==> config.mk <==
export PLATFORM = sky130hd
export DESIGN_NAME = uart_rx_param
export DESIGN_NICKNAME = d
export VERILOG_FILES = /design/src/rtl/uart_rx_param.sv
export SDC_FILE = /design/constraint.sdc
export NUM_CORES = 1
export LEC_CHECK = 0
export ABC_AREA = 0
export ABC_CLOCK_PERIOD_IN_PS = 2500
export CAP_MARGIN = 20
export CORE_MARGIN = 1.5
export CORE_UTILIZATION = 30
export CTS_BUF_LIST = sky130_fd_sc_hd__clkbuf_2
export DETAILED_ROUTE_END_ITERATION = 10
export GPL_ROUTABILITY_DRIVEN = 0
export GPL_TIMING_DRIVEN = 0
export PLACE_DENSITY = 0.55
export SETUP_SLACK_MARGIN = 0.2
export SLEW_MARGIN = 10
export SYNTH_ARGS = -nofsm -noshare
export SYNTH_HDL_FRONTEND = slang
export SYNTH_SLANG_ARGS = --single-unit
==> constraint.sdc <==
create_clock -name clk -period 2.5 [get_ports clk]
set_clock_uncertainty 0.15 [all_clocks]
set_input_delay 0.5 -clock clk [delete_from_list [all_inputs] [get_ports clk]]
set_output_delay 0.5 -clock clk [all_outputs]
set_load 0.005 [all_outputs]
==> src/rtl/uart_rx_param.sv <==
// uart_rx_param: parametrised UART receiver. It delivers each received frame on a
// valid/ready port together with framing, parity and overrun status.
module uart_rx_param #(
   parameter int unsigned CLKS_PER_BIT = 8,
   parameter int unsigned DATA_BITS    = 8,
   parameter bit          MSB_FIRST    = 1'b1,
   parameter int unsigned PARITY       = 0,
   parameter int unsigned STOP_BITS    = 1
) (
   input  logic                 clk,
   input  logic                 reset_n,
   input  logic                 uart_rx,
   output logic [DATA_BITS-1:0] rx_data,
   output logic                 rx_valid,
   input  logic                 rx_ready,
   output logic                 frame_err,
   output logic                 parity_err,
   output logic                 overrun
);

   localparam int unsigned CntW = $clog2(CLKS_PER_BIT);
   localparam int unsigned IdxW = $clog2(DATA_BITS + 1);
   localparam logic [CntW-1:0] CntHalf = CntW'(CLKS_PER_BIT / 2 - 1);
   localparam logic [CntW-1:0] CntFull = CntW'(CLKS_PER_BIT - 1);
   localparam logic [IdxW-1:0] IdxDataLast = IdxW'(DATA_BITS - 1);
   localparam logic [IdxW-1:0] IdxStopLast = IdxW'(STOP_BITS - 1);
   localparam bit OddParity = (PARITY == 1);

   typedef enum logic [2:0] {StIdle, StStart, StData, StParity, StStop} state_e;

   state_e                 state_q, state_d;
   logic                   sync1_q, sync2_q, prev_q;
   logic                   live1_q, live2_q, armed_q;
   logic [CntW-1:0]        cnt_q, cnt_d;
   logic [IdxW-1:0]        idx_q, idx_d;
   logic [DATA_BITS-1:0]   shreg_q, shreg_d;
   logic                   perr_q, perr_d;
   logic                   ferr_q, ferr_d;
   logic                   start_edge;
   logic                   frame_done;
   logic                   done_ferr;
   logic [DATA_BITS-1:0]   rx_data_q;
   logic                   rx_valid_q, frame_err_q, parity_err_q, overrun_q;

   // Line synchronizer, edge history and arming. The line only counts as idle once a
   // real high level has made it through the synchronizer, so a line held low across
   // reset release cannot start a frame.
   always_ff @(posedge clk or negedge reset_n) begin
      if (!reset_n) begin
         sync1_q <= 1'b1;
         sync2_q <= 1'b1;
         prev_q  <= 1'b1;
         live1_q <= 1'b0;
         live2_q <= 1'b0;
         armed_q <= 1'b0;
      end else begin
         sync1_q <= uart_rx;
         sync2_q <= sync1_q;
         prev_q  <= sync2_q;
         live1_q <= 1'b1;
         live2_q <= live1_q;
         if (live2_q && sync2_q) armed_q <= 1'b1;
      end
   end

   assign start_edge = armed_q && prev_q && !sync2_q;

   // FSM and datapath state registers.
   always_ff @(posedge clk or negedge reset_n) begin
      if (!reset_n) begin
         state_q <= StIdle;
         cnt_q   <= '0;
         idx_q   <= '0;
         shreg_q <= '0;
         perr_q  <= 1'b0;
         ferr_q  <= 1'b0;
      end else begin
         state_q <= state_d;
         cnt_q   <= cnt_d;
         idx_q   <= idx_d;
         shreg_q <= shreg_d;
         perr_q  <= perr_d;
         ferr_q  <= ferr_d;
      end
   end

   // Next-state logic. The cycle counter restarts on every state entry and sampling
   // happens on its last count, mid-bit.
   always_comb begin
      state_d    = state_q;
      cnt_d      = cnt_q + 1'b1;
      idx_d      = idx_q;
      shreg_d    = shreg_q;
      perr_d     = perr_q;
      ferr_d     = ferr_q;
      frame_done = 1'b0;
      done_ferr  = ferr_q;
      unique case (state_q)
         StIdle: begin
            cnt_d = '0;
            idx_d = '0;
            if (start_edge) begin
               state_d = StStart;
               perr_d  = 1'b0;
               ferr_d  = 1'b0;
            end
         end
         StStart: begin
            if (cnt_q == CntHalf) begin
               cnt_d   = '0;
               // A high line at mid start bit is a glitch: drop it silently.
               state_d = sync2_q ? StIdle : StData;
            end
         end
         StData: begin
            if (cnt_q == CntFull) begin
               cnt_d = '0;
               if (MSB_FIRST) shreg_d = {shreg_q[DATA_BITS-2:0], sync2_q};
               else           shreg_d = {sync2_q, shreg_q[DATA_BITS-1:1]};
               if (idx_q == IdxDataLast) begin
                  idx_d   = '0;
                  state_d = (PARITY != 0) ? StParity : StStop;
               end else begin
                  idx_d = idx_q + 1'b1;
               end
            end
         end
         StParity: begin
            if (cnt_q == CntFull) begin
               cnt_d   = '0;
               perr_d  = ((^shreg_q) ^ sync2_q) != OddParity;
               state_d = StStop;
            end
         end
         StStop: begin
            if (cnt_q == CntFull) begin
               cnt_d = '0;
               if (!sync2_q) ferr_d = 1'b1;
               done_ferr = ferr_q | ~sync2_q;
               if (idx_q == IdxStopLast) begin
                  // Leave mid stop bit so a start edge half a bit later is caught.
                  idx_d      = '0;
                  frame_done = 1'b1;
                  state_d    = StIdle;
               end else begin
                  idx_d = idx_q + 1'b1;
               end
            end
         end
         default: state_d = StIdle;
      endcase
   end

   // Output holding register and handshake; a frame completing while the previous one
   // is still unaccepted is dropped and flagged with a one-cycle overrun pulse.
   always_ff @(posedge clk or negedge reset_n) begin
      if (!reset_n) begin
         rx_data_q    <= '0;
         rx_valid_q   <= 1'b0;
         frame_err_q  <= 1'b0;
         parity_err_q <= 1'b0;
         overrun_q    <= 1'b0;
      end else begin
         overrun_q <= 1'b0;
         if (frame_done) begin
            if (!rx_valid_q || rx_ready) begin
               rx_data_q    <= shreg_q;
               rx_valid_q   <= 1'b1;
               frame_err_q  <= done_ferr;
               parity_err_q <= perr_q;
            end else begin
               overrun_q <= 1'b1;
            end
         end else if (rx_valid_q && rx_ready) begin
            rx_valid_q <= 1'b0;
         end
      end
   end

   assign rx_data    = rx_data_q;
   assign rx_valid   = rx_valid_q;
   assign frame_err  = frame_err_q;
   assign parity_err = parity_err_q;
   assign overrun    = overrun_q;

endmodule

# [Word-level counts from Yosys, hierarchy flattened]
# Index checks and enable logic that the tools add are counted.
[classes] n_reduce_logical=22 eq_ne=16 bitwise_logic=3 add_sub_neg=2 muxes=33
[ops] op="$mux W3" count=9
[ops] op="$mux W4" count=4
[ops] op="$ne A2 B2 Y1 const B" count=8
[ops] op="$pmux W3 S5" count=1
[ops] op="$mux W1" count=14
[ops] op="$pmux W4 S3" count=1
[ops] op="$eq A3 B2 Y1 const B" count=3
[ops] op="$pmux W3 S3" count=1
[ops] op="$reduce_xor A8 Y1" count=1
[ops] op="$reduce_and A7 Y1" count=1
[ops] op="$eq A3 B3 Y1 const B" count=2
[ops] op="$reduce_and A2 Y1" count=3
[ops] op="$reduce_and A3 Y1" count=2
[ops] op="$reduce_bool A2 Y1" count=3
[ops] op="$add A4 B1 Y4 const B" count=1
[ops] op="$eq A4 B3 Y1 const B" count=1
[ops] op="$logic_and A1 B1 Y1" count=4
[ops] op="$logic_not A4 Y1" count=1
[ops] op="$pmux W1 S2" count=2
[ops] op="$reduce_and A4 Y1" count=1
[ops] op="$add A3 B1 Y3 const B" count=1
[ops] op="$eq A3 B1 Y1 const B" count=1
[ops] op="$logic_not A3 Y1" count=1
[ops] op="$reduce_bool A3 Y1" count=1
[ops] op="8 further kinds" count=9
[totals] wordCells=93 ff_bits=38

# [Logic depth before layout (Yosys ltp)]
# Gate-level depths: netlist (run 1).
[depth] depth_word=6 mapped_depth=7

# [Worst setup path before layout (run 1)]
# OpenSTA, ideal clock, no wires.
[synth_path] kind="register to register" start="register sync2_q" end="register state_q[1]" period_less_slack_ps=1878 stages_incl_launch_ff=5 n_path_buf=0 slack_ps=622 arrival_time_ps=1604 cell_sequence="dfstp_2 and3b_1 and2_0 o311ai_1 mux2_2"
[synth_between] elab_chain_cells=4 elab_cells_between_ends=7
[synth_lines] element="from (decl)" line="32" text="logic sync1_q, sync2_q, prev_q;"
[synth_lines] element="from (signal assigned)" line="58" text="sync2_q <= sync1_q;"
[synth_lines] element="$logic_not A1 Y1"
[synth_lines] element="$logic_and A1 B1 Y1" line="66" text="assign start_edge = armed_q && prev_q && !sync2_q;"
[synth_lines] element="$ne A2 B2 Y1 (no source line)"
[synth_lines] element="$reduce_and A7 Y1 (no source line)"
[synth_lines] element="to (signal assigned)" line="71" text="state_q <= StIdle;"
[synth_lines] element="to (signal assigned)" line="78" text="state_q <= state_d;"
[synth_lines] element="to (decl)" line="31" text="state_e state_q, state_d;"
# Parallel ways exist; a longest one is shown, timed or not. The select of a mux whose other input is x is not followed.
# A chain may end at the register's enable or synchronous reset.

# [Final worst setup path (run 1)]
# Same ends and word-level chain as after synthesis.

==> flow_metrics.tcl, run 1 <==
set metrics [dict create \
    status "finished clean" \
    path_buf_inv 0 \
    cts_tree "yes" \
    fin_nets 191 \
    finalSetupTns_ps 0 \
    num_io_pins 16 \
    grt_max_degree 26 \
    post-route-period-util_pct 84.7 \
    holdPathStages 0 \
    drt-initial-drc-count 53 \
    ys_warn_count 0 \
    hold-path-endpoint "sync2_q" \
    slowest_stage "dfstp_2" \
    core_area_um2 5960 \
    combPwrFrac_pct 34.9 \
    synth_top_area_cell "dfrtp_1" \
    path_clk_slew_ps 190 \
    worst_slew_pin_slew_ps 493 \
    setup_viol 0 \
    drive_gt1_share_pct 24.0 \
    synth_edf_count 0 \
    grt_usage_pct 10.6 \
    switchingPower_mw 0.569 \
    final_max_slew_viol_count 0 \
    cts_num_sinks 38 \
    worst_skew_pair.late_latency_ps 400 \
    cts_htree_levels 2 \
    grt-ovfl-total 0 \
    required_ps 2620 \
    post_drt_wl_per_cell_um 12.7 \
    critPathKind "flip-flop to flip-flop" \
    synth_top_area_share_pct 46.9 \
    root_buffer "clkbuf_2" \
    clk_path_buf_depth 2 \
    placement.io_buffers 15 \
    cp-end-kind "flip-flop" \
    hp-class "flip-flop to flip-flop" \
    finish.utilization_pct 36.6 \
    max_stage_delay_ps 630 \
    p_per_area_nw_per_um2 697 \
    syn_area_per_cell_um2 11.8 \
    synthTopCellsByArea "dfrtp_1 47%, mux2_2 11%, dfstp_2 4.2%" \
    rsz0062_at_grt "false" \
    layout_min_cycle_time_ps 2120 \
    synth_most_common_cell "dfrtp_1" \
    routed_via_density 4.73 \
    cts_buffers 5 \
    cp_top_family "flip-flops" \
    reg2reg_slack_ps 380 \
    cp_cell_sequence "and3b_1, and2_0, o311ai_1, mux2_2" \
    die_w_um 81.9 \
    crit_fanout 7 \
    hold_violations 0 \
    ant_nets 0 \
    antenna_cells 0 \
    syn_inst 158 \
    grt_pass1_wl_mm 5.34 \
    netlist_area_um2 1870 \
    swShare_pct 37.5 \
    vias 1220 \
    worst_setup_path_start_kind "flip-flop" \
    grt_pass1_vias 1117 \
    rr_endpoint "state_q[1]" \
    synth_cell_type_count 51 \
    totalWireLength_mm 3.28 \
    relSlewSlack_pct 66.6 \
    core.rowCount 28 \
    synthToLayoutAreaGrowth_pct 16.5 \
    ys_ff_latch 38 \
    fp.dieArea_um2 6710 \
    ys_seq_area_share_pct 51.1 \
    firstDrtPassIters 4 \
    drc 0 \
    cap_viol_max_count 0 \
    synth_nets 167 \
    synthTopCellsByCount "35 x dfrtp_1, 18 x mux2_2, 12 x nor2_1" \
    cp-startpoint "sync2_q" \
    fmax_mhz 472 \
    regToRegStartpoint "sync2_q" \
    crit_arrival_ps 2240 \
    ir_drop_mv 0.254 \
    fillers 602 \
    start_util_pct 31.4 \
    sequentialPowerShare_pct 46.9 \
    synth-async-reset-ratio_pct 100 \
    p_int_mw 0.949 \
    p_leak_nw 0.991 \
    min_from "sync1_q" \
    ys.flop_type "dfrtp_1" \
    die_y_um 81.9 \
    antenna_found_initial 0 \
    r2r_cells 4 \
    power_frac_clock_pct 18.1 \
    dp_hpwl_mm 2.29 \
]
==> routing by layer <==
| metal | routed length, um | global-route usage [%] | vias to the layer above |
|---|---|---|---|
| met5 | 0 | 0 | - |
| met4 | 54 | 4.58 | 0 |
| met3 | 100 | 2.67 | 6 |
| met2 | 1350 | 15.0 | 19 |
| met1 | 1780 | 15.1 | 589 |
| li1 | - | - | 606 |
==> flip-flops by register name, summed over array words and instances, names as in the netlist, 3 cells and up <==
name     flops
shreg_q      8
state_q      3
idx_q        4
rx_data      8
cnt_q        3
==> through the flow <==
stage	hold WS, ps	worst slack, ps	cell area, um^2	cells	power, mW
after floorplan	54.4	622	1870	158	1.13
after global placement	184	-188	2110	248	1.25
final	221	382	2180	258	1.52
after global routing	226	239	2180	258	1.63
after detailed placement	194	454	2130	249	1.26
after CTS	221	407	2180	258	1.54
==> placed cells by master, fill, tap and decap left out, types with 2 or more instances in the layout <==
cell,count
dfrtp_1,35
mux2_2,18
clkdlybuf4s50_1,14
nor2_1,12
o21ai_0,9
a21oi_1,8
clkbuf_2,7
nand2_1,7
inv_1,5
ha_1,5
xnor2_1,4
buf_2,3
nand2b_1,3
nand3_1,3
dfstp_2,3
buf_4,2
clkbuf_1,2
nor3_1,2
a211oi_1,2
xor2_1,2
or4_1,2
==> worst max path at each step <==
| stage | end | slack [ps] | cells past startpoint |
|---|---|---|---|
| final | state_q[1] | 380 | 4 |
| after global routing | state_q[1] | 240 | 4 |
| after CTS | state_q[1] | 410 | 4 |
| after detailed placement | state_q[1] | 450 | 4 |
| after global placement | cnt_q[0] | -190 | 1 |
| after floorplan | state_q[1] | 620 | 4 |
==> power groups by stage <==
stage / logic [mW] / clock network (mW) / registers (mW)
2_1_floorplan: 0.412 / 0 / 0.715
3_3_place_gp: 0.528 / 0 / 0.724
4_1_cts: 0.536 / 0.288 / 0.713
5_1_grt: 0.605 / 0.306 / 0.723
3_5_place_dp: 0.533 / 0 / 0.724
6_report: 0.530 / 0.275 / 0.712
==> cell families after synthesis <==
family	count (synthesis)	synth area share, %
AO/OA/AOI/OAI	28	9.37
XOR/XNOR	7	4.02
adder cells (fa/ha/maj)	7	4.48
buffers and inverters	13	3.61
flip-flops	38	51.1
multiplexers	19	11.4
other	1	0.201
AND/OR/NAND/NOR	45	15.9
==> layout make-up <==
type	instances	area [um^2]	share of cell area, %
repair buffers	17	175	8.05
well taps	75	93.8	4.31
inverters	5	18.8	0.862
clock inverters	2	8.76	0.402
flip-flops and latches	38	955	43.9
plain buffers	8	48.8	2.24
multi-input cells	107	847	38.9
clock buffers	6	30.0	1.38
==> timing repair <==
item / in CTS / in global routing
hold buffers: 1 / 0
endpoints found under the hold margin: 13 / 0
buffers inserted: 0 / 0
endpoints found under the setup margin: 0 / 0
resized for setup: 0 / 0
No activity file was read; power rests on OpenSTA's default activity.
==> inputs of run 2 (changes only) <==
--- a/config.mk
+++ b/config.mk
@@ -6,7 +6,7 @@
 export NUM_CORES = 1
 export LEC_CHECK = 0
 export ABC_AREA = 0
-export ABC_CLOCK_PERIOD_IN_PS = 2500
+export ABC_CLOCK_PERIOD_IN_PS = 2100
 export CAP_MARGIN = 20
 export CORE_MARGIN = 1.5
 export CORE_UTILIZATION = 30
==> constraint.sdc (replaced) <==
create_clock -name clk -period 2.1 [get_ports clk]
set_clock_uncertainty 0.15 [all_clocks]
set_input_delay 0.42 -clock clk [delete_from_list [all_inputs] [get_ports clk]]
set_output_delay 0.42 -clock clk [all_outputs]
set_load 0.005 [all_outputs]
==> run 2 against run 1 <==
  * Utilization grew 2.4 points
  * Critical endpoint is now rx_data[4]
  * Die area did not move
  * Register-to-register slack got worse by 230 ps
  * Cell count up 3.5%
  * Global-route usage rose by 0.26 points
  * Via count grew 2.1%
  * Critical path type unchanged
==> flow_metrics.tcl, run 2 (synthesis results as in run 1) <==
set metrics [dict create \
    status "finished clean" \
    cp-end-kind "flip-flop" \
    ir_drop_mv 0.318 \
    cts_buffers 5 \
    grt_pass1_vias 1160 \
    drive_gt1_share_pct 29.7 \
    finish.utilization_pct 38.9 \
    reg2reg_slack_ps 150 \
    drt-initial-drc-count 28 \
    grt_usage_pct 10.8 \
    p_per_area_nw_per_um2 831 \
    grt_pass1_wl_mm 5.48 \
    start_util_pct 31.4 \
    clk_path_buf_depth 2 \
    dp_hpwl_mm 2.29 \
    totalWireLength_mm 3.51 \
    r2r_cells 6 \
    worst_skew_pair.late_latency_ps 390 \
    placement.io_buffers 15 \
    path_buf_inv 2 \
    firstDrtPassIters 4 \
    hold_slack_ps 221 \
    max_stage_delay_ps 430 \
    fillers 595 \
    post_drt_wl_per_cell_um 13.1 \
    fmax_mhz 512 \
    worst_setup_path_start_kind "flip-flop" \
    antenna_cells 0 \
    final_cell_mix "34 x dfrtp_1, 18 x mux2_2, 12 x nor2_1" \
    required_ps 2250 \
    num_io_pins 16 \
    ff_latch_area_um2 956 \
    mostFrequentLayoutCell "dfrtp_1" \
    layout_min_cycle_time_ps 1950 \
    rsz0062_at_grt "true" \
    post-route-period-util_pct 93.0 \
    cap_viol_max_count 0 \
    hold-path-endpoint "sync2_q" \
    crit_fanout 10 \
    vias 1246 \
    die_y_um 81.9 \
    holdPathStages 0 \
    slowest_stage "dfrtp_1" \
    grt_max_degree 26 \
    setup_viol 0 \
    critPathKind "flip-flop to flip-flop" \
    drc 0 \
    die_w_um 81.9 \
    hp-class "flip-flop to flip-flop" \
    min_from "sync1_q" \
    cts_tree "yes" \
    crit_arrival_ps 2100 \
    multi_input_area_um2 881 \
    routed_via_density 4.67 \
    rr_endpoint "rx_data[4]" \
    regToRegStartpoint "idx_q[0]" \
    path_clk_slew_ps 200 \
    fp.dieArea_um2 6710 \
    core.rowCount 28 \
    synthToLayoutAreaGrowth_pct 24.1 \
    ant_nets 0 \
    fin_nets 200 \
    antenna_found_initial 0 \
    core_area_um2 5960 \
    cts_htree_levels 2 \
    root_buffer "clkbuf_2" \
    hold_violations 0 \
    cts_num_sinks 38 \
    grt-ovfl-total 0 \
    cp_top_family "simple AND/OR/NAND/NOR gates" \
    cp_cell_sequence "inv_1, ha_1, or3b_4, nand4bb_4, buf_6, mux2_2" \
    p_leak_nw 1.23 \
    final_max_slew_viol_count 0 \
]
run 2: where the power goes:
| part | switching, mW | total [mW] | leakage (nW) | internal [mW] |
|---|---|---|---|---|
| combinational | 0.423 | 0.750 | 0.700 | 0.327 |
| sequential | 0.0532 | 0.851 | 0.503 | 0.798 |
| clock | 0.244 | 0.326 | 0.0304 | 0.0820 |
run 2: through the flow:
step | worst slack (ps) | area [um^2] | std cells | setup TNS, ps | power, mW
2_1_floorplan | 222 | 1870 | 158 | 0 | 1.34
3_3_place_gp | -508 | 2110 | 248 | -18060 | 1.49
3_5_place_dp | 53.6 | 2130 | 249 | 0 | 1.50
4_1_cts | 136 | 2250 | 265 | 0 | 1.87
5_1_grt | 70.4 | 2320 | 267 | 0 | 2.07
6_report | 147 | 2320 | 267 | 0 | 1.93
run 2: repair_timing:
item / in CTS / in global routing
setup buffers: 7 / 2
hold buffers: 1 / 0
endpoints found under the hold margin: 13 / 0
cloned: 0 / 0
endpoints found under the setup margin: 22 / 34
gates resized for setup: 3 / 17
pin swaps: 2 / 0
run 2: worst max-delay path by stage:
stage,end,cells past startpoint,slack (ps),startpoint
floorplan,state_q[1],4,220,sync2_q
global placement,cnt_q[0],1,-510,reset_n
detailed placement,state_q[1],4,50,sync2_q
CTS,parity_err,6,140,idx_q[0]
global route,rx_data[3],6,70,idx_q[0]
finish,rx_data[4],6,150,idx_q[0]
run 2: worst register-to-register path, cell delays in order (launching register included):
cell	delay, ps
dfrtp_1	430
inv_1	60
ha_1	130
or3b_4	400
nand4bb_4	250
buf_6	160
mux2_2	270
run 2: per-layer routing:
layer  vias up  wire length, um  global-route usage [%]
li1        625                -                       -
met1       594             1820                    15.1
met2        21             1510                    15.9
met3         6              117                    2.67
met4         0               54                    4.58
met5         -                0                       0
run 2: area by class of cell:
class | instances | area share, %
Buffer | 8 | 2.21
Clock buffer | 6 | 1.29
Clock inverter | 2 | 0.378
Inverter | 5 | 0.809
Multi-Input combinational cell | 107 | 38.0
Sequential cell | 38 | 41.2
Tap cell | 75 | 4.05
Timing Repair Buffer | 26 | 12.1
